`config.mk`:
```
export PLATFORM = sky130hd
export DESIGN_NAME = camera_timing_ctrl_flat
export DESIGN_NICKNAME = d
export VERILOG_FILES = /design/src/rtl/camera_timing_ctrl_if.sv /design/src/rtl/camera_timing_ctrl.sv /design/src/flat_wrapper.sv
export SDC_FILE = /design/constraint.sdc
export NUM_CORES = 1
export LEC_CHECK = 0
export CAP_MARGIN = 30
export CORE_ASPECT_RATIO = 0.6
export CORE_MARGIN = 3
export CORE_UTILIZATION = 55
export DETAILED_ROUTE_END_ITERATION = 6
export PLACE_DENSITY = 0.8
export REMOVE_ABC_BUFFERS = 1
export SLEW_MARGIN = 20
export SYNTH_ARGS = -nofsm -noshare
export SYNTH_HDL_FRONTEND = slang
export SYNTH_SLANG_ARGS = --single-unit
export TNS_END_PERCENT = 1
```
`constraint.sdc`:
```
create_clock -name CLK -period 3.05 [get_ports CLK]
set_input_delay 0.4575 -clock CLK [delete_from_list [all_inputs] [get_ports CLK]]
set_output_delay 0.4575 -clock CLK [all_outputs]
set_load 0.01 [all_outputs]
```
`src/rtl/camera_timing_ctrl_if.sv`:
```
// Signal bundle between the host trigger logic / readout datapath and the
// camera timing controller. The controller connects through the slave
// modport; the trigger side uses the master modport.
// Optional feature macro: CAMERA_TIMING_PIXEL_EN adds the PIXEL test pattern.
interface camera_timing_ctrl_if #(
    parameter int CW = 7
);
    logic          START;
    logic          CONT;
    logic          ABORT;
    logic          BUSY;
    logic          FVAL;
    logic          LVAL;
    logic          FSYNC;
    logic          FRAME_DONE;
    logic [CW-1:0] COL;
    logic [CW-1:0] ROW;
`ifdef CAMERA_TIMING_PIXEL_EN
    logic [7:0]    PIXEL;
`endif

    modport master (
        output START, CONT, ABORT,
`ifdef CAMERA_TIMING_PIXEL_EN
        input  PIXEL,
`endif
        input  BUSY, FVAL, LVAL, FSYNC, FRAME_DONE, COL, ROW
    );

    modport slave (
        input  START, CONT, ABORT,
`ifdef CAMERA_TIMING_PIXEL_EN
        output PIXEL,
`endif
        output BUSY, FVAL, LVAL, FSYNC, FRAME_DONE, COL, ROW
    );
endinterface

```
`src/rtl/camera_timing_ctrl.sv`:
```
// Frame sequencer for the 64x64 dummy camera. Walks IDLE -> ACTIVE/HBLANK per
// line -> VBLANK per frame and produces frame/line valid, column/row indices,
// a frame-sync pulse on the first pixel and a frame-done pulse on the last
// vertical blanking cycle. Every output is a flop loaded from the next-state
// decode, so outputs line up with the state they describe.
// Optional feature macro: CAMERA_TIMING_PIXEL_EN adds a registered PIXEL
// pattern ((ROW<<2) ^ COL) during ACTIVE.
module camera_timing_ctrl #(
    parameter int COLS   = 64,
    parameter int ROWS   = 64,
    parameter int HBLANK = 8,
    parameter int VBLANK = 4,
    parameter int CW     = 7
) (
    input  logic                  CLK,
    input  logic                  RST,
    camera_timing_ctrl_if.slave   bus
);

    typedef enum logic [1:0] {
        ST_IDLE   = 2'd0,
        ST_ACTIVE = 2'd1,
        ST_HBLANK = 2'd2,
        ST_VBLANK = 2'd3
    } state_t;

    localparam logic [CW-1:0] COL_LAST = CW'(COLS - 1);
    localparam logic [CW-1:0] ROW_LAST = CW'(ROWS - 1);
    localparam logic [CW-1:0] H_LAST   = CW'(HBLANK - 1);
    localparam logic [CW-1:0] V_LAST   = CW'(VBLANK - 1);
    localparam logic [CW-1:0] ONE      = CW'(1);
    localparam logic [CW-1:0] ZERO     = CW'(0);

    state_t        state_q, state_d;
    logic [CW-1:0] col_q, col_d;
    logic [CW-1:0] row_q, row_d;
    logic [CW-1:0] blank_q, blank_d;
    logic          busy_q, busy_d;
    logic          fval_q, fval_d;
    logic          lval_q, lval_d;
    logic          fsync_q, fsync_d;
    logic          frame_done_q, frame_done_d;

`ifdef CAMERA_TIMING_PIXEL_EN
    logic [7:0]    pixel_q, pixel_d;

    // Test pattern for the dummy pixel source: low byte of (row<<2) ^ col.
    function automatic logic [7:0] pixel_pattern(input logic [CW-1:0] r,
                                                 input logic [CW-1:0] c);
        logic [31:0] mix;
        mix = (32'(r) << 2) ^ 32'(c);
        return mix[7:0];
    endfunction
`endif

    // Next-state, counter and output decode; ABORT overrides every state.
    always_comb begin
        state_d = state_q;
        col_d   = col_q;
        row_d   = row_q;
        blank_d = blank_q;
        fsync_d = 1'b0;

        if (bus.ABORT) begin
            state_d = ST_IDLE;
            col_d   = ZERO;
            row_d   = ZERO;
            blank_d = ZERO;
        end else begin
            case (state_q)
                ST_IDLE: begin
                    if (bus.START) begin
                        state_d = ST_ACTIVE;
                        col_d   = ZERO;
                        row_d   = ZERO;
                        blank_d = ZERO;
                        fsync_d = 1'b1;
                    end else begin
                        state_d = ST_IDLE;
                    end
                end
                ST_ACTIVE: begin
                    if (col_q == COL_LAST) begin
                        state_d = ST_HBLANK;
                        col_d   = ZERO;
                        blank_d = ZERO;
                    end else begin
                        col_d   = col_q + ONE;
                    end
                end
                ST_HBLANK: begin
                    if (blank_q == H_LAST) begin
                        blank_d = ZERO;
                        if (row_q == ROW_LAST) begin
                            state_d = ST_VBLANK;
                            row_d   = ZERO;
                        end else begin
                            state_d = ST_ACTIVE;
                            row_d   = row_q + ONE;
                            col_d   = ZERO;
                        end
                    end else begin
                        blank_d = blank_q + ONE;
                    end
                end
                ST_VBLANK: begin
                    if (blank_q == V_LAST) begin
                        blank_d = ZERO;
                        // Continuous mode is only looked at here, at frame end.
                        if (bus.CONT) begin
                            state_d = ST_ACTIVE;
                            col_d   = ZERO;
                            row_d   = ZERO;
                            fsync_d = 1'b1;
                        end else begin
                            state_d = ST_IDLE;
                        end
                    end else begin
                        blank_d = blank_q + ONE;
                    end
                end
                default: begin
                    state_d = ST_IDLE;
                    col_d   = ZERO;
                    row_d   = ZERO;
                    blank_d = ZERO;
                end
            endcase
        end

        busy_d       = (state_d != ST_IDLE);
        fval_d       = (state_d == ST_ACTIVE) || (state_d == ST_HBLANK);
        lval_d       = (state_d == ST_ACTIVE);
        frame_done_d = (state_d == ST_VBLANK) && (blank_d == V_LAST);

`ifdef CAMERA_TIMING_PIXEL_EN
        if (state_d == ST_ACTIVE) begin
            pixel_d = pixel_pattern(row_d, col_d);
        end else begin
            pixel_d = 8'd0;
        end
`endif
    end

    // State, counters and registered outputs; RST clears everything at once.
    always_ff @(posedge CLK or posedge RST) begin
        if (RST) begin
            state_q      <= ST_IDLE;
            col_q        <= ZERO;
            row_q        <= ZERO;
            blank_q      <= ZERO;
            busy_q       <= 1'b0;
            fval_q       <= 1'b0;
            lval_q       <= 1'b0;
            fsync_q      <= 1'b0;
            frame_done_q <= 1'b0;
`ifdef CAMERA_TIMING_PIXEL_EN
            pixel_q      <= 8'd0;
`endif
        end else begin
            state_q      <= state_d;
            col_q        <= col_d;
            row_q        <= row_d;
            blank_q      <= blank_d;
            busy_q       <= busy_d;
            fval_q       <= fval_d;
            lval_q       <= lval_d;
            fsync_q      <= fsync_d;
            frame_done_q <= frame_done_d;
`ifdef CAMERA_TIMING_PIXEL_EN
            pixel_q      <= pixel_d;
`endif
        end
    end

    // Column and row counters are zero outside their valid windows, so they
    // double as the COL/ROW outputs.
    assign bus.BUSY       = busy_q;
    assign bus.FVAL       = fval_q;
    assign bus.LVAL       = lval_q;
    assign bus.FSYNC      = fsync_q;
    assign bus.FRAME_DONE = frame_done_q;
    assign bus.COL        = col_q;
    assign bus.ROW        = row_q;
`ifdef CAMERA_TIMING_PIXEL_EN
    assign bus.PIXEL      = pixel_q;
`endif

endmodule

```
`src/flat_wrapper.sv`:
```
// flat-port wrapper written by rule: the top's interface ports become plain ports
module camera_timing_ctrl_flat 
#(
    parameter int COLS   = 64,
    parameter int ROWS   = 64,
    parameter int HBLANK = 8,
    parameter int VBLANK = 4,
    parameter int CW     = 7
)
  (CLK, RST, bus_START, bus_CONT, bus_ABORT, bus_BUSY, bus_FVAL, bus_LVAL, bus_FSYNC, bus_FRAME_DONE, bus_COL, bus_ROW);
  camera_timing_ctrl_if #(.CW(CW)) bus_i ();
  input  logic CLK;
  input  logic RST;
  input wire logic [$bits(bus_i.START)-1:0] bus_START;
  input wire logic [$bits(bus_i.CONT)-1:0] bus_CONT;
  input wire logic [$bits(bus_i.ABORT)-1:0] bus_ABORT;
  output wire logic [$bits(bus_i.BUSY)-1:0] bus_BUSY;
  output wire logic [$bits(bus_i.FVAL)-1:0] bus_FVAL;
  output wire logic [$bits(bus_i.LVAL)-1:0] bus_LVAL;
  output wire logic [$bits(bus_i.FSYNC)-1:0] bus_FSYNC;
  output wire logic [$bits(bus_i.FRAME_DONE)-1:0] bus_FRAME_DONE;
  output wire logic [$bits(bus_i.COL)-1:0] bus_COL;
  output wire logic [$bits(bus_i.ROW)-1:0] bus_ROW;
  assign bus_i.START = bus_START;
  assign bus_i.CONT = bus_CONT;
  assign bus_i.ABORT = bus_ABORT;
  assign bus_BUSY = bus_i.BUSY;
  assign bus_FVAL = bus_i.FVAL;
  assign bus_LVAL = bus_i.LVAL;
  assign bus_FSYNC = bus_i.FSYNC;
  assign bus_FRAME_DONE = bus_i.FRAME_DONE;
  assign bus_COL = bus_i.COL;
  assign bus_ROW = bus_i.ROW;
  camera_timing_ctrl #(.COLS(COLS), .ROWS(ROWS), .HBLANK(HBLANK), .VBLANK(VBLANK), .CW(CW)) u_core (.CLK(CLK), .RST(RST), .bus(bus_i));
endmodule
```
Word level (Yosys, flattened, before mapping) --
Cells that the tools add are included.
Storage, ports and cells: bits in registers 28, bits of input ports 5, output and inout port bits 19
Operators by class: add/sub/neg operators 3, eq/ne operators 16, muxes and demuxes 31, reductions and logical operators 7
Operators by type and width (count):
- $mux 7 | 15
- $pmux 7 s4 | 2
- $add 7x1->7 const B | 3
- $pmux 7 s3 | 1
- $eq 7x2->1 const B | 2
- $eq 7x6->1 const B | 2
- $mux 2 | 5
- $reduce_and 5->1 | 2
- $ne 3x3->1 const B | 3
- $eq 2x2->1 const B | 4
- $pmux 2 s4 | 1
- $eq 7x3->1 const B | 1
- $mux 1 | 6
- $ne 3x2->1 const B | 2
- $eq 2x1->1 const B | 2
- $reduce_bool 4->1 | 1
- $logic_not 2->1 | 1
- $pmux 1 s2 | 1
- $reduce_bool 2->1 | 1
- $logic_and 1x1->1 | 1
- $logic_or 1x1->1 | 1

Logic depth before layout (Yosys ltp) --
depth in word-level cells 7, depth in mapped cells 11, gate-level depth less buffers 11

Worst setup path before layout --
Ideal clock, no wire load.
path kind register to register, start point register u_core.blank_q[1], end point register u_core.frame_done_q, in the netlist u_core.bus.FRAME_DONE, data arrival time 2192 ps, required time 2920 ps, setup slack 728 ps, cell stages (with the launch flop) 11, path buffers 0, clock period less this slack 2322 ps, path through dfrtp_1 > ha_1 > nor3b_4 > nand2_1 > a21oi_1 > a21oi_1 > o41ai_2 > inv_1 > ha_1 > and4bb_1 > nor4bb_1
On the way: word-level cells in the longest chain between the ends 6, elaborated cells on any way between the ends 16
Ends and longest elaborated chain:
- start: declaration | line camera_timing_ctrl.sv:37 | logic [CW-1:0] blank_q, blank_d;
- start signal: assignment | line camera_timing_ctrl.sv:164 | blank_q <= blank_d;
- $eq 7x2->1 or $eq 7x3->1 (tied branches) | line camera_timing_ctrl.sv:107, camera_timing_ctrl.sv:92
- $mux 2, on equally long branches | line camera_timing_ctrl.sv:107, camera_timing_ctrl.sv:92
- $pmux 2 s4 (*) | line camera_timing_ctrl.sv:70 | case (state_q)
- $mux 2 (*) | line camera_timing_ctrl.sv:64 | if (bus.ABORT) begin
- net u_core.state_d[0] | line camera_timing_ctrl.sv:34 | state_t state_q, state_d;
- $eq 2x2->1 (*) | line camera_timing_ctrl.sv:134 | frame_done_d = (state_d == ST_VBLANK) && (blank_d == V_LAST);
- $logic_and 1x1->1 (*) | line camera_timing_ctrl.sv:134
- net u_core.frame_done_d | line camera_timing_ctrl.sv:42 | logic frame_done_q, frame_done_d;
- end signal: assignment | line camera_timing_ctrl.sv:169 | frame_done_q <= frame_done_d;
- end: declaration | line camera_timing_ctrl.sv:42
The timed path passes the listed nets; every way through them passes the cells marked *. A chain may end at the register's enable or synchronous reset.

Worst setup path in the final report --
Ends and elaborated chain as after synthesis.

==> impl_metrics.env <==
export IMPL_postCtsSetupBuffers=0
export IMPL_diodes=0
export IMPL_synthDistinctLibCells=53
export IMPL_yosysTopAreaCellShare_pct=39.1
export IMPL_finalCritPeriodShare_pct=87.0
export IMPL_grt_max_degree=29
export IMPL_gp_congestion=1.05
export IMPL_power_density_mw_per_mm2=332
export IMPL_start_util_pct=60.1
export IMPL_fillers=222
export IMPL_clk_pin_slew_worst_paths_ns=0.09
export IMPL_grt_use_met1_pct=36.7
export IMPL_ios=24
export IMPL_die_area_mm2=0.00401
export IMPL_fmax_ghz=0.377
export IMPL_min_to="u_core.bus.COL[5]"
export IMPL_crit_arrival_ns=2.81
export IMPL_async_flop_share_pct=100
export IMPL_drive_above_1_share_pct=9.01
export IMPL_ys_seq_area_share_pct=39.1
export IMPL_vdd_drop_max_v=0.000188
export IMPL_syn_area_mm2=0.00179
export IMPL_top_usage_layer="met1"
export IMPL_synthTopCellsByArea="dfrtp_1 39%, ha_1 7.0%, nand2_1 4.4%, nor2_1 4.2%, o21ai_0 3.6%"
export IMPL_rsz0062_at_grt="no"
export IMPL_clock_sinks=28
export IMPL_root_buffer="clkbuf_8"
export IMPL_r2r_setup_slack_ns=0.40
export IMPL_relSlewSlack_pct=50.8
export IMPL_cts_buffer_depth=2
export IMPL_cp_end_kind="flip-flop"
export IMPL_routedWlPerCell_um=17.1
export IMPL_final_core_util_pct=70.6
export IMPL_status="finished, final reports clean"
export IMPL_antenna_found_initial=0
export IMPL_path_class="reg2reg"
export IMPL_setup_viol=0
export IMPL_required_ns=3.20
export IMPL_hold_depth=1
export IMPL_numPortBuffers=23
export IMPL_die_y_um=50.2
export IMPL_r2r_cells=10
export IMPL_dieWidth_um=79.7
export IMPL_cts_tree="done"
export IMPL_final_hold_viol_count=0
export IMPL_period_minus_slack_ns=2.65
export IMPL_rr_endpoint="u_core.bus.FRAME_DONE"
export IMPL_synth_area_per_cell_um2=9.02
export IMPL_row_count=15
export IMPL_ys_seq_elements=28
export IMPL_drt_iter0_markers=129
export IMPL_grt_pass1_vias=1530
export IMPL_drv_slew=0
export IMPL_p_leak_nw=0.918
export IMPL_routed_via_density=6.07
export IMPL_yosysWarningCount=0
export IMPL_num_vias=1603
export IMPL_syn2layout_area_growth_pct=17.4
export IMPL_drc=0
export IMPL_grt_pass1_wl_um=7730
export IMPL_numCtsBuffers=3
export IMPL_synth_top_area_cell="dfrtp_1"
export IMPL_htree_num_levels=1
export IMPL_tns_ns=0
export IMPL_cts_resized=0
export IMPL_grt_total_usage_pct=25.6
export IMPL_hpwl_um=3450
export IMPL_min_path_type="reg2reg"
export IMPL_ctsHoldBuffers=0
export IMPL_overflow=0
export IMPL_finClkSkew_ns=0.00241
export IMPL_met2_usage_pct=34.6
export IMPL_routed_wl_um=4520
export IMPL_drt_first_pass_iters=6
export IMPL_hp_start="u_core.bus.COL[5]"
export IMPL_core_mm2=0.00298
export IMPL_synth_common_cells="28 x dfrtp_1, 21 x nand2_1, 20 x nor2_1, 13 x o21ai_0, 12 x inv_1"
export IMPL_met3_usage_pct=9.14
export IMPL_maxCapViolCount=0
export IMPL_fin_nets=238
export IMPL_cp_start_kind="flip-flop"
export IMPL_clock_latency_ns=0.28
export IMPL_synth_cells=199
export IMPL_yosys_most_used_dff="dfrtp_1"
export IMPL_synth_most_common_cell="dfrtp_1"
export IMPL_path_max_fanout=7
export IMPL_tightest_slew_ns=0.737
export IMPL_drtAntennaViolNets=0
export IMPL_synth_enable_flop_cells=0
export IMPL_r2r_start="u_core.blank_q[1]"
## layout make-up
type | count | area (um^2) | share of cell area, %
inverter | 12 | 45.0 | 2.14
timing repair buffer | 26 | 253 | 12.0
clock buffer | 4 | 55.1 | 2.61
sequential | 28 | 701 | 33.3
tap | 42 | 52.6 | 2.50
multi-input combinational | 152 | 1000 | 47.5
## worst max-delay path, cell delays in order (launching register included)
cell and delay [ns]:
dfrtp_1 0.40, ha_1 0.26, nor3b_4 0.42, a41oi_4 0.23, a21oi_1 0.18, nor2_1 0.06
o21ai_0 0.33, inv_1 0.12, ha_1 0.20, and4bb_1 0.20, nor4bb_1 0.12
## power by group
| part | switching [mW] | total, mW | internal [mW] | leakage, nW |
|---|---|---|---|---|
| clock | 0.116 | 0.232 | 0.116 | 0.0288 |
| combinational | 0.0541 | 0.0867 | 0.0326 | 0.503 |
| sequential | 0.00347 | 0.380 | 0.377 | 0.386 |
| total | 0.174 | 0.699 | 0.525 | 0.918 |
## per-stage QoR
step / hold slack, ns / area, um^2 / setup WS [ns] / cells / total power [mW]
finish: 0.516 / 2110 / 0.396 / 264 / 0.699
global route: 0.535 / 2110 / 0.152 / 264 / 0.738
detailed placement: 0.499 / 2050 / 0.437 / 260 / 0.472
CTS: 0.514 / 2110 / 0.426 / 264 / 0.702
floorplan: 0.521 / 1750 / 0.728 / 192 / 0.435
global placement: 0.506 / 2050 / 0.577 / 260 / 0.470
## layout by cell type, fill, tap and decap left out, types with 6 or more instances in the layout
cell type and count:
a21oi_1 11, nor2_1 20, o21ai_0 13, clkdlybuf4s50_1 23, inv_1 12, dfrtp_1 28
ha_1 10, nor3_1 6, nand3_1 11, nand2_1 21
## state kept, by name (all words and copies together), names as in the netlist
register	cells
u_core.blank_q	7
u_core.bus.FVAL	1
u_core.bus.FRAME_DONE	1
u_core.bus.ROW	7
u_core.bus.COL	7
u_core.bus.FSYNC	1
u_core.bus.BUSY	1
u_core.bus.LVAL	1
u_core.state_q	2
## how the worst max path moves through the flow
stage / startpoint / endpoint / slack (ns)
after floorplan: u_core.blank_q[1] / u_core.bus.FRAME_DONE / 0.73
after global placement: u_core.blank_q[1] / u_core.bus.FRAME_DONE / 0.58
after detailed placement: u_core.blank_q[1] / u_core.bus.FRAME_DONE / 0.44
after CTS: u_core.blank_q[1] / u_core.bus.FRAME_DONE / 0.43
after global routing: u_core.blank_q[1] / u_core.bus.FRAME_DONE / 0.15
final: u_core.blank_q[1] / u_core.bus.FRAME_DONE / 0.40
## logic make-up after synthesis
| logic type | after synthesis | share of synthesized area, % |
|---|---|---|
| simple gates | 89 | 26.9 |
| fa+ha+maj | 10 | 6.97 |
| buf+inv | 19 | 5.23 |
| mux | 1 | 0.628 |
| compound gates | 51 | 20.7 |
| flops | 28 | 39.1 |
| xor+xnor | 1 | 0.488 |
## per-layer routing
layer / wire [um] / up-vias / part of all wire, %
met2: 1790 / 86 / 39
met5: 0 / - / 0
met3: 504 / 19 / 11
met1: 2070 / 732 / 46
li1: - / 766 / -
met4: 157 / 0 / 3.5
No activity file was read; power rests on OpenSTA's default activity.
==> edit: new RTL, same settings <==
`CW` is set to 7 in 3 places; all go to 14.
--- a/src/rtl/camera_timing_ctrl_if.sv
+++ b/src/rtl/camera_timing_ctrl_if.sv
@@ -3,7 +3,7 @@
 // modport; the trigger side uses the master modport.
 // Optional feature macro: CAMERA_TIMING_PIXEL_EN adds the PIXEL test pattern.
 interface camera_timing_ctrl_if #(
-    parameter int CW = 7
+    parameter int CW = 14
 );
     logic          START;
     logic          CONT;
--- a/src/rtl/camera_timing_ctrl.sv
+++ b/src/rtl/camera_timing_ctrl.sv
@@ -10,7 +10,7 @@
     parameter int ROWS   = 64,
     parameter int HBLANK = 8,
     parameter int VBLANK = 4,
-    parameter int CW     = 7
+    parameter int CW     = 14
 ) (
     input  logic                  CLK,
     input  logic                  RST,
--- a/src/flat_wrapper.sv
+++ b/src/flat_wrapper.sv
@@ -5,7 +5,7 @@
     parameter int ROWS   = 64,
     parameter int HBLANK = 8,
     parameter int VBLANK = 4,
-    parameter int CW     = 7
+    parameter int CW     = 14
 )
   (CLK, RST, bus_START, bus_CONT, bus_ABORT, bus_BUSY, bus_FVAL, bus_LVAL, bus_FSYNC, bus_FRAME_DONE, bus_COL, bus_ROW);
   camera_timing_ctrl_if #(.CW(CW)) bus_i ();
Interface: changed (resized bus_COL and bus_ROW); port bits go from 24 to 38. The function was not compared with the original's and may differ.
==> edit against the unedited design <==
Routed wire length rose by 63%; power rose by 73%; via count rose by 73%; worst hold slack got worse by 0.0095 ns; sequential power rose by 73%; sequential cell count rose by 21; design area rose by 69%; synthesized area rose by 65%; die area rose by 58%; sequential share of layout area rose by 1.2 points; count of clock-buffer cells in the layout rose by 1; worst setup slack got worse by 0.19 ns; largest power group unchanged; highest routed layer unchanged.
==> edit: results (changes against the unedited design) <==
status=complete, no violations; P_comb=102 µW (+18%); Worst path max stage delay=0.55 ns (+0.13 ns); total CTS buffers=5 (+2); R2R depth=7 (-3); M2 GR Usage=32.6% (-2.0 points); global-route wire length before repair=12.3 mm (+59%); Placed Cells=439 (+69%); Area after DPL=3410 µm² (+66%); share of cells above drive strength 1=8.42% (-0.59 points); critical path startpoint=u_core.blank_q[9]$_DFF_PP0_; Post-synth top cells=50 x o21ai_0, 49 x dfrtp_1, 30 x nand2_1; HPWL after DPL=5.37 mm (+56%); Peak VDD IR=0.301 mV (+60%); clk_lat worst skew=0.30 ns (+0.02 ns); DR pass1 iterations=5 (-1); met3 Use GR=4.79% (-4.3 points); Slew Limit Headroom=57.0% (+6.1 points); Final #Nets=395 (+66%); via count=2,777 (+73%); met1 Use GR=39.5% (+2.8 points); IO Port Bufs=37 (+61%); Setup WS pre-CTS=0.124 ns (-0.313 ns); internal power=930 µW (+77%); clk_skew=0.00804 ns (+0.00563 ns); DRT Wirelength=7.38 mm (+63%)
edit: cell types whose count changed after synthesis, sizes merged, moves of 4 or more:
cell    delta
o21ai     +35
dfrtp     +21
nand3     +12
nor4      +10
a31oi      +9
nand2      +9
and3       +8
nor2       +8
clkbuf     +7
nand2b     +7
nor2b      +5
o31ai      +4
edit: area by class of cell:
cell class	instances	area [µm²]
multi-input cells	269	1680
repair buffers	44	423
clock buffers	5	68.8
clock inverters	2	35.0
inverters	11	41.3
flip-flops and latches	49	1230
fillers	402	1580
well taps	66	82.6
edit: worst max-delay path by stage:
stage                                            to  slack [ns]  cells after the start
floorplan           u_core.bus.FRAME_DONE$_DFF_PP0_        0.46                      8
finish              u_core.bus.FRAME_DONE$_DFF_PP0_        0.20                      7
global route        u_core.bus.FRAME_DONE$_DFF_PP0_      -0.009                      8
detailed placement  u_core.bus.FRAME_DONE$_DFF_PP0_        0.12                     11
global placement    u_core.bus.FRAME_DONE$_DFF_PP0_        0.27                      8
CTS                 u_core.bus.FRAME_DONE$_DFF_PP0_        0.09                     11
edit: cells by family (layout without fill, tap and decap cells):
| family | count (synthesis) | after routing | synth area share [%] |
|---|---|---|---|
| flops | 49 | 49 | 41.4 |
| buf+inv | 24 | 62 | 3.38 |
| fa+ha+maj | 10 | 10 | 4.22 |
| mux | 1 | 1 | 0.338 |
| simple gates | 154 | 154 | 29.1 |
| compound gates | 104 | 104 | 21.6 |
edit: layer usage:
metal / share of wire, % / vias up / wire, µm
li1: - / 1343 / -
met4: 0.24 / 0 / 18
met5: 0 / - / 0
met3: 6.6 / 4 / 486
met1: 52 / 1332 / 3870
met2: 41 / 98 / 3000
